**src/rtl/orv64_typedef_pkg.sv**
```systemverilog
// Shared ORV64 types for the PMP request arbiter: physical address, access type,
// byte mask, exception cause, arbiter FSM states and requester ids.
package orv64_typedef_pkg;

  typedef logic [55:0] orv64_paddr_t;
  typedef logic [1:0]  orv64_access_type_t;
  typedef logic [7:0]  cpu_byte_mask_t;
  typedef logic [3:0]  orv64_excp_cause_t;

  localparam orv64_access_type_t ORV64_ACCESS_FETCH = 2'd0;
  localparam orv64_access_type_t ORV64_ACCESS_LOAD  = 2'd1;
  localparam orv64_access_type_t ORV64_ACCESS_STORE = 2'd2;
  localparam orv64_access_type_t ORV64_ACCESS_AMO   = 2'd3;

  localparam orv64_excp_cause_t ORV64_EXCP_INST_ACCESS_FAULT  = 4'd1;
  localparam orv64_excp_cause_t ORV64_EXCP_LOAD_ACCESS_FAULT  = 4'd5;
  localparam orv64_excp_cause_t ORV64_EXCP_STORE_ACCESS_FAULT = 4'd7;

  typedef enum logic [1:0] {
    ORV64_PMP_ARB_IDLE  = 2'd0,
    ORV64_PMP_ARB_CHECK = 2'd1,
    ORV64_PMP_ARB_RESP  = 2'd2
  } orv64_pmp_arb_state_t;

  localparam logic ORV64_PMP_REQ_IFU = 1'b0;
  localparam logic ORV64_PMP_REQ_LSU = 1'b1;

  function automatic logic [1:0] id_to_onehot(logic id);
    return id ? 2'b10 : 2'b01;
  endfunction

endpackage

```
**src/rtl/orv64_rr_arb2.sv**
```systemverilog
// Two-way arbiter: round-robin against the last granted id, or fixed priority
// with requester 0 winning ties.
module orv64_rr_arb2 #(
  parameter bit FAIR_RR = 1'b1
) (
  input  logic [1:0] valid,
  input  logic       last_id,
  output logic       grant_vld,
  output logic       grant_id
);

  always_comb begin
    grant_vld = |valid;
    grant_id  = 1'b0;
    if (valid == 2'b11) begin
      grant_id = FAIR_RR ? ~last_id : 1'b0;
    end else begin
      grant_id = valid[1];
    end
  end

endmodule

```
**src/rtl/orv64_pmp_req_arb.sv**
```systemverilog
// Arbitrates fetch and load/store PMP requests into a single slot, presents the
// slot to the external PMP checker for one cycle, then holds the registered result.
module orv64_pmp_req_arb
  import orv64_typedef_pkg::*;
#(
  parameter bit FAIR_RR = 1'b1
) (
  input  logic                      clk,
  input  logic                      rst,
  input  logic                      flush,
  input  logic [1:0]                req_valid,
  output logic [1:0]                req_ready,
  input  orv64_paddr_t [1:0]        req_paddr,
  input  orv64_access_type_t [1:0]  req_access_type,
  input  cpu_byte_mask_t [1:0]      req_byte_width,
  output logic [1:0]                resp_valid,
  input  logic [1:0]                resp_ready,
  output logic                      resp_excp_valid,
  output orv64_excp_cause_t         resp_excp_cause,
  output logic                      chk_paddr_valid,
  output orv64_paddr_t              chk_paddr,
  output orv64_access_type_t        chk_access_type,
  output cpu_byte_mask_t            chk_access_byte_width,
  input  logic                      chk_excp_valid,
  input  orv64_excp_cause_t         chk_excp_cause
);

  orv64_pmp_arb_state_t state_q, state_d;

  logic               last_id_q;
  logic               grant_vld;
  logic               grant_id;
  logic               accept;
  logic               resp_on;

  orv64_paddr_t       slot_paddr_p0;
  orv64_access_type_t slot_type_p0;
  cpu_byte_mask_t     slot_bw_p0;
  logic               slot_owner_p0;

  logic               excp_vld_p1;
  orv64_excp_cause_t  excp_cause_p1;

  orv64_rr_arb2 #(
    .FAIR_RR (FAIR_RR)
  ) u_arb (
    .valid     (req_valid),
    .last_id   (last_id_q),
    .grant_vld (grant_vld),
    .grant_id  (grant_id)
  );

  // rst gates the grant so nothing is offered while reset is held
  assign req_ready = (state_q == ORV64_PMP_ARB_IDLE && !flush && !rst && grant_vld)
                     ? id_to_onehot(grant_id) : 2'b00;
  assign accept    = |(req_valid & req_ready);

  always_ff @(posedge clk or posedge rst) begin
    if (rst) begin
      state_q <= ORV64_PMP_ARB_IDLE;
    end else begin
      state_q <= state_d;
    end
  end

  always_comb begin
    state_d = state_q;
    case (state_q)
      ORV64_PMP_ARB_IDLE: begin
        if (accept) state_d = ORV64_PMP_ARB_CHECK;
      end
      ORV64_PMP_ARB_CHECK: begin
        state_d = flush ? ORV64_PMP_ARB_IDLE : ORV64_PMP_ARB_RESP;
      end
      ORV64_PMP_ARB_RESP: begin
        if (flush || resp_ready[slot_owner_p0]) state_d = ORV64_PMP_ARB_IDLE;
      end
      default: state_d = ORV64_PMP_ARB_IDLE;
    endcase
  end

  // p0: request slot and round-robin pointer, loaded on handshake only
  always_ff @(posedge clk or posedge rst) begin
    if (rst) begin
      slot_paddr_p0 <= '0;
      slot_type_p0  <= '0;
      slot_bw_p0    <= '0;
      slot_owner_p0 <= 1'b0;
      last_id_q     <= 1'b0;
    end else if (accept) begin
      slot_paddr_p0 <= req_paddr[grant_id];
      slot_type_p0  <= req_access_type[grant_id];
      slot_bw_p0    <= req_byte_width[grant_id];
      slot_owner_p0 <= grant_id;
      last_id_q     <= grant_id;
    end
  end

  // p1: checker verdict captured at the end of CHECK
  always_ff @(posedge clk or posedge rst) begin
    if (rst) begin
      excp_vld_p1   <= 1'b0;
      excp_cause_p1 <= '0;
    end else if (state_q == ORV64_PMP_ARB_CHECK && !flush) begin
      excp_vld_p1   <= chk_excp_valid;
      excp_cause_p1 <= chk_excp_valid ? chk_excp_cause : '0;
    end
  end

  assign chk_paddr_valid       = (state_q == ORV64_PMP_ARB_CHECK);
  assign chk_paddr             = slot_paddr_p0;
  assign chk_access_type       = slot_type_p0;
  assign chk_access_byte_width = slot_bw_p0;

  // a flushed response is never presented, even in the flush cycle itself
  assign resp_on         = (state_q == ORV64_PMP_ARB_RESP) && !flush;
  assign resp_valid      = resp_on ? id_to_onehot(slot_owner_p0) : 2'b00;
  assign resp_excp_valid = resp_on && excp_vld_p1;
  assign resp_excp_cause = resp_excp_valid ? excp_cause_p1 : '0;

endmodule

```
**config.mk**
```make
export PLATFORM = sky130hd
export DESIGN_NAME = orv64_pmp_req_arb
export DESIGN_NICKNAME = d
export VERILOG_FILES = /design/src/rtl/orv64_typedef_pkg.sv /design/src/rtl/orv64_rr_arb2.sv /design/src/rtl/orv64_pmp_req_arb.sv
export SDC_FILE = /design/constraint.sdc
export NUM_CORES = 1
export LEC_CHECK = 0
export CAP_MARGIN = 20
export CORE_ASPECT_RATIO = 1.25
export CORE_MARGIN = 2
export CORE_UTILIZATION = 35
export CTS_CLUSTER_DIAMETER = 50
export CTS_CLUSTER_SIZE = 28
export DETAILED_ROUTE_END_ITERATION = 16
export PLACE_DENSITY = 0.72
export SLEW_MARGIN = 20
export SYNTH_ARGS = -nofsm -noshare
export SYNTH_HDL_FRONTEND = slang
export SYNTH_SLANG_ARGS = --single-unit
```
**constraint.sdc**
```tcl
create_clock -name clk -period 2.8 [get_ports clk]
set_input_delay 0.42 -clock clk [delete_from_list [all_inputs] [get_ports clk]]
set_output_delay 0.42 -clock clk [all_outputs]
set_load 0.01 [all_outputs]
```
==> qor.yml <==
cts_buffers: 9
ant_nets: 0
insertion_delay_ns: 0.33
grt_max_degree: 68
synthArstFlopShare_pct: 100
rsz0062_at_grt: "false"
drive_gt1_share_pct: 19.7
fin_crit_ns: 2.56
ir_drop_uv: 319
final_cells: 622
initial_core_util_pct: 35.9
crit_path_start_kind: "input port"
root_buffer: "clkbuf_16"
yosysTopAreaCell: "dfrtp_1"
grt_pass1_wl_um: 17300
netlist_area_mm2: 0.00398
grt_usage_pct: 18.0
dp_cells: 605
hpwl_um: 8310
postCtsSetupRepairBufs: 0
synthToLayoutAreaGrowth_pct: 63.0
die_y_um: 123
fill_cells: 958
synth_nets: 425
arrival_ns: 2.14
ys_seq_area_share_pct: 46.5
die-area_mm2: 0.0122
timing.final.hold_violations: 0
cts_tree: "done"
grt_pass1_vias: 3425
setup_viol: 0
drt-pass1-iter-count: 4
syn-mean-instance-area_um2: 14.2
synthFlopType: "dfrtp_1"
htree_num_levels: 3
cts_buffer_depth: 2
vias: 3370
core_mm2: 0.0111
wl_um: 11300
max_freq_ghz: 0.391
gp_congestion: 0.748
ys_seq_elements: 74
finalSetupTns_ns: 0
crit_start: "flush"
slew_viol_final: 0
tightest_slew_ns: 1.05
synthTopCellsByArea: "dfrtp_1, a2bb2oi_2, o32ai_1"
syn_inst: 281
r2r_start: "state_q[0]"
final.period_utilization_pct: 91.3
power_mw: 4.50
synth_warnings: 0
end_kind: "output pin"
cts_hold_buf: 0
yosysMostFrequentCell: "dfrtp_1"
grt_overflow: 0
routedWlPerCell_um: 18.2
dieWidth_um: 99.4
synth_common_cells: "dfrtp_1, a2bb2oi_2, o32ai_1, clkbuf_1, buf_2"
synth_top_area_share_pct: 46.5
maxCapViolCount: 0
fin_nets: 626
outcome: "completed"
port-buffer-count: 219
cts.repair.resized: 0
critical_path.max_fanout: 9
num_rows: 43
whs_ns: 0.398
initialDrtViolationCount: 116
antenna_found_initial: 0
synth.distinct_cells: 24
diodes: 0
drc: 0
register_area_mm2: 0.00185
fin_skew_ns: 0.00738
worstSetupPathType: "input port to output pin"
clk_pin_slew_worst_paths_ns: 0.06
viasPerCell: 5.42
synth_edf_count: 0
cts_sinks: 74
ios: 220
cp.required_ns: 2.38
p_per_area_mw_per_mm2: 693
slew_headroom_pct: 30.2
hp-class: "input port to asynchronous set/reset pin"
p_leak_nw: 2.40
multi_input_area_mm2: 0.00180
-- flip-flops by register name, indices dropped and copies added, names as in the netlist --
| register | flops |
|---|---|
| state_q | 2 |
| chk_access_byte_width | 8 |
| chk_paddr | 56 |
| chk_access_type | 2 |
| excp_cause_p1 | 4 |
| slot_owner_p0 | 1 |
| excp_vld_p1 | 1 |
-- worst max-delay path, cell delays in order --
cell             delay, ns
clkdlybuf4s50_1       0.50
nor4_4                0.29
o21a_4                0.24
and2_1                0.15
clkdlybuf4s50_1       0.54
-- stage by stage --
step	cell area [µm²]	util, %	worst slack [ns]
2_1_floorplan	3980	-	0.498
3_3_place_gp	6100	55.0	0.295
3_5_place_dp	6100	55.0	0.236
4_1_cts	6470	58.4	0.240
5_1_grt	6490	58.5	0.178
6_report	6490	58.5	0.244
-- metal layers --
layer  vias to the layer above  GRT usage, %  routed length [µm]  share of wire, %
met5                         -             0                   0                 0
met4                         0          7.62                 201               1.8
met2                       134          31.9                6070                54
met3                        14          4.18                 748               6.6
met1                      1661          20.7                4300                38
li1                       1561             -                   -                 -
-- where the power goes --
group / switching, mW / internal (mW)
registers: 0.189 / 1.32
clock network: 0.422 / 0.983
logic: 0.586 / 0.993
total: 1.20 / 3.30
-- layout by cell type, fill, tap and decap left out --
master           Yosys  routed
a2bb2oi_2           66      66
and3_1               4       4
inv_2                1       2
nor2b_4              0       1
nand2_1              8       8
clkinv_2             0       1
inv_1                2       1
and2_1               4       4
a21oi_1              1       1
o32ai_1             66      66
clkbuf_8             0       1
or3b_1               1       1
bufinv_16            0       4
buf_4                1       7
dfrtp_1             74      74
clkdlybuf4s50_1      0     219
nor4_4               1       1
o21ai_1              4       4
mux2_1               1       1
and2b_1              1       1
a21bo_2              0       1
o21a_4               1       1
mux2i_1              2       2
nor2b_1              4       3
buf_12               8       2
nor2_1               1       1
clkbuf_16            0       9
clkbuf_1            13       1
-- path summary, 6_finish.rpt --
check                              endpoint  slack (ns)  cells past startpoint
hold reg to reg            excp_cause_p1[2]        0.48                      2
setup reg to reg              chk_paddr[38]        0.86                      3
max in group asynchronous     chk_paddr[50]        1.70                      3
min in group clk           excp_cause_p1[2]        0.48                      2
setup / recovery               req_ready[0]        0.24                      5
hold / removal                   state_q[1]        0.40                      2
-- layout make-up --
cell class              count  area share, %
repair buffers            228           35.2
flip-flops and latches     74           28.5
multi-input cells         166           27.8
clock buffers              11           3.74
well taps                 135           2.60
clock inverters             5           1.93
inverters                   3          0.174
-- logic make-up after synthesis --
family / after synthesis / share of synthesized area (%)
compound gates: 139 / 40.7
flops: 74 / 46.5
mux: 3 / 0.786
buf+inv: 41 / 8.36
simple gates: 24 / 3.68
Note: power is estimated with default switching activity, not from simulation.
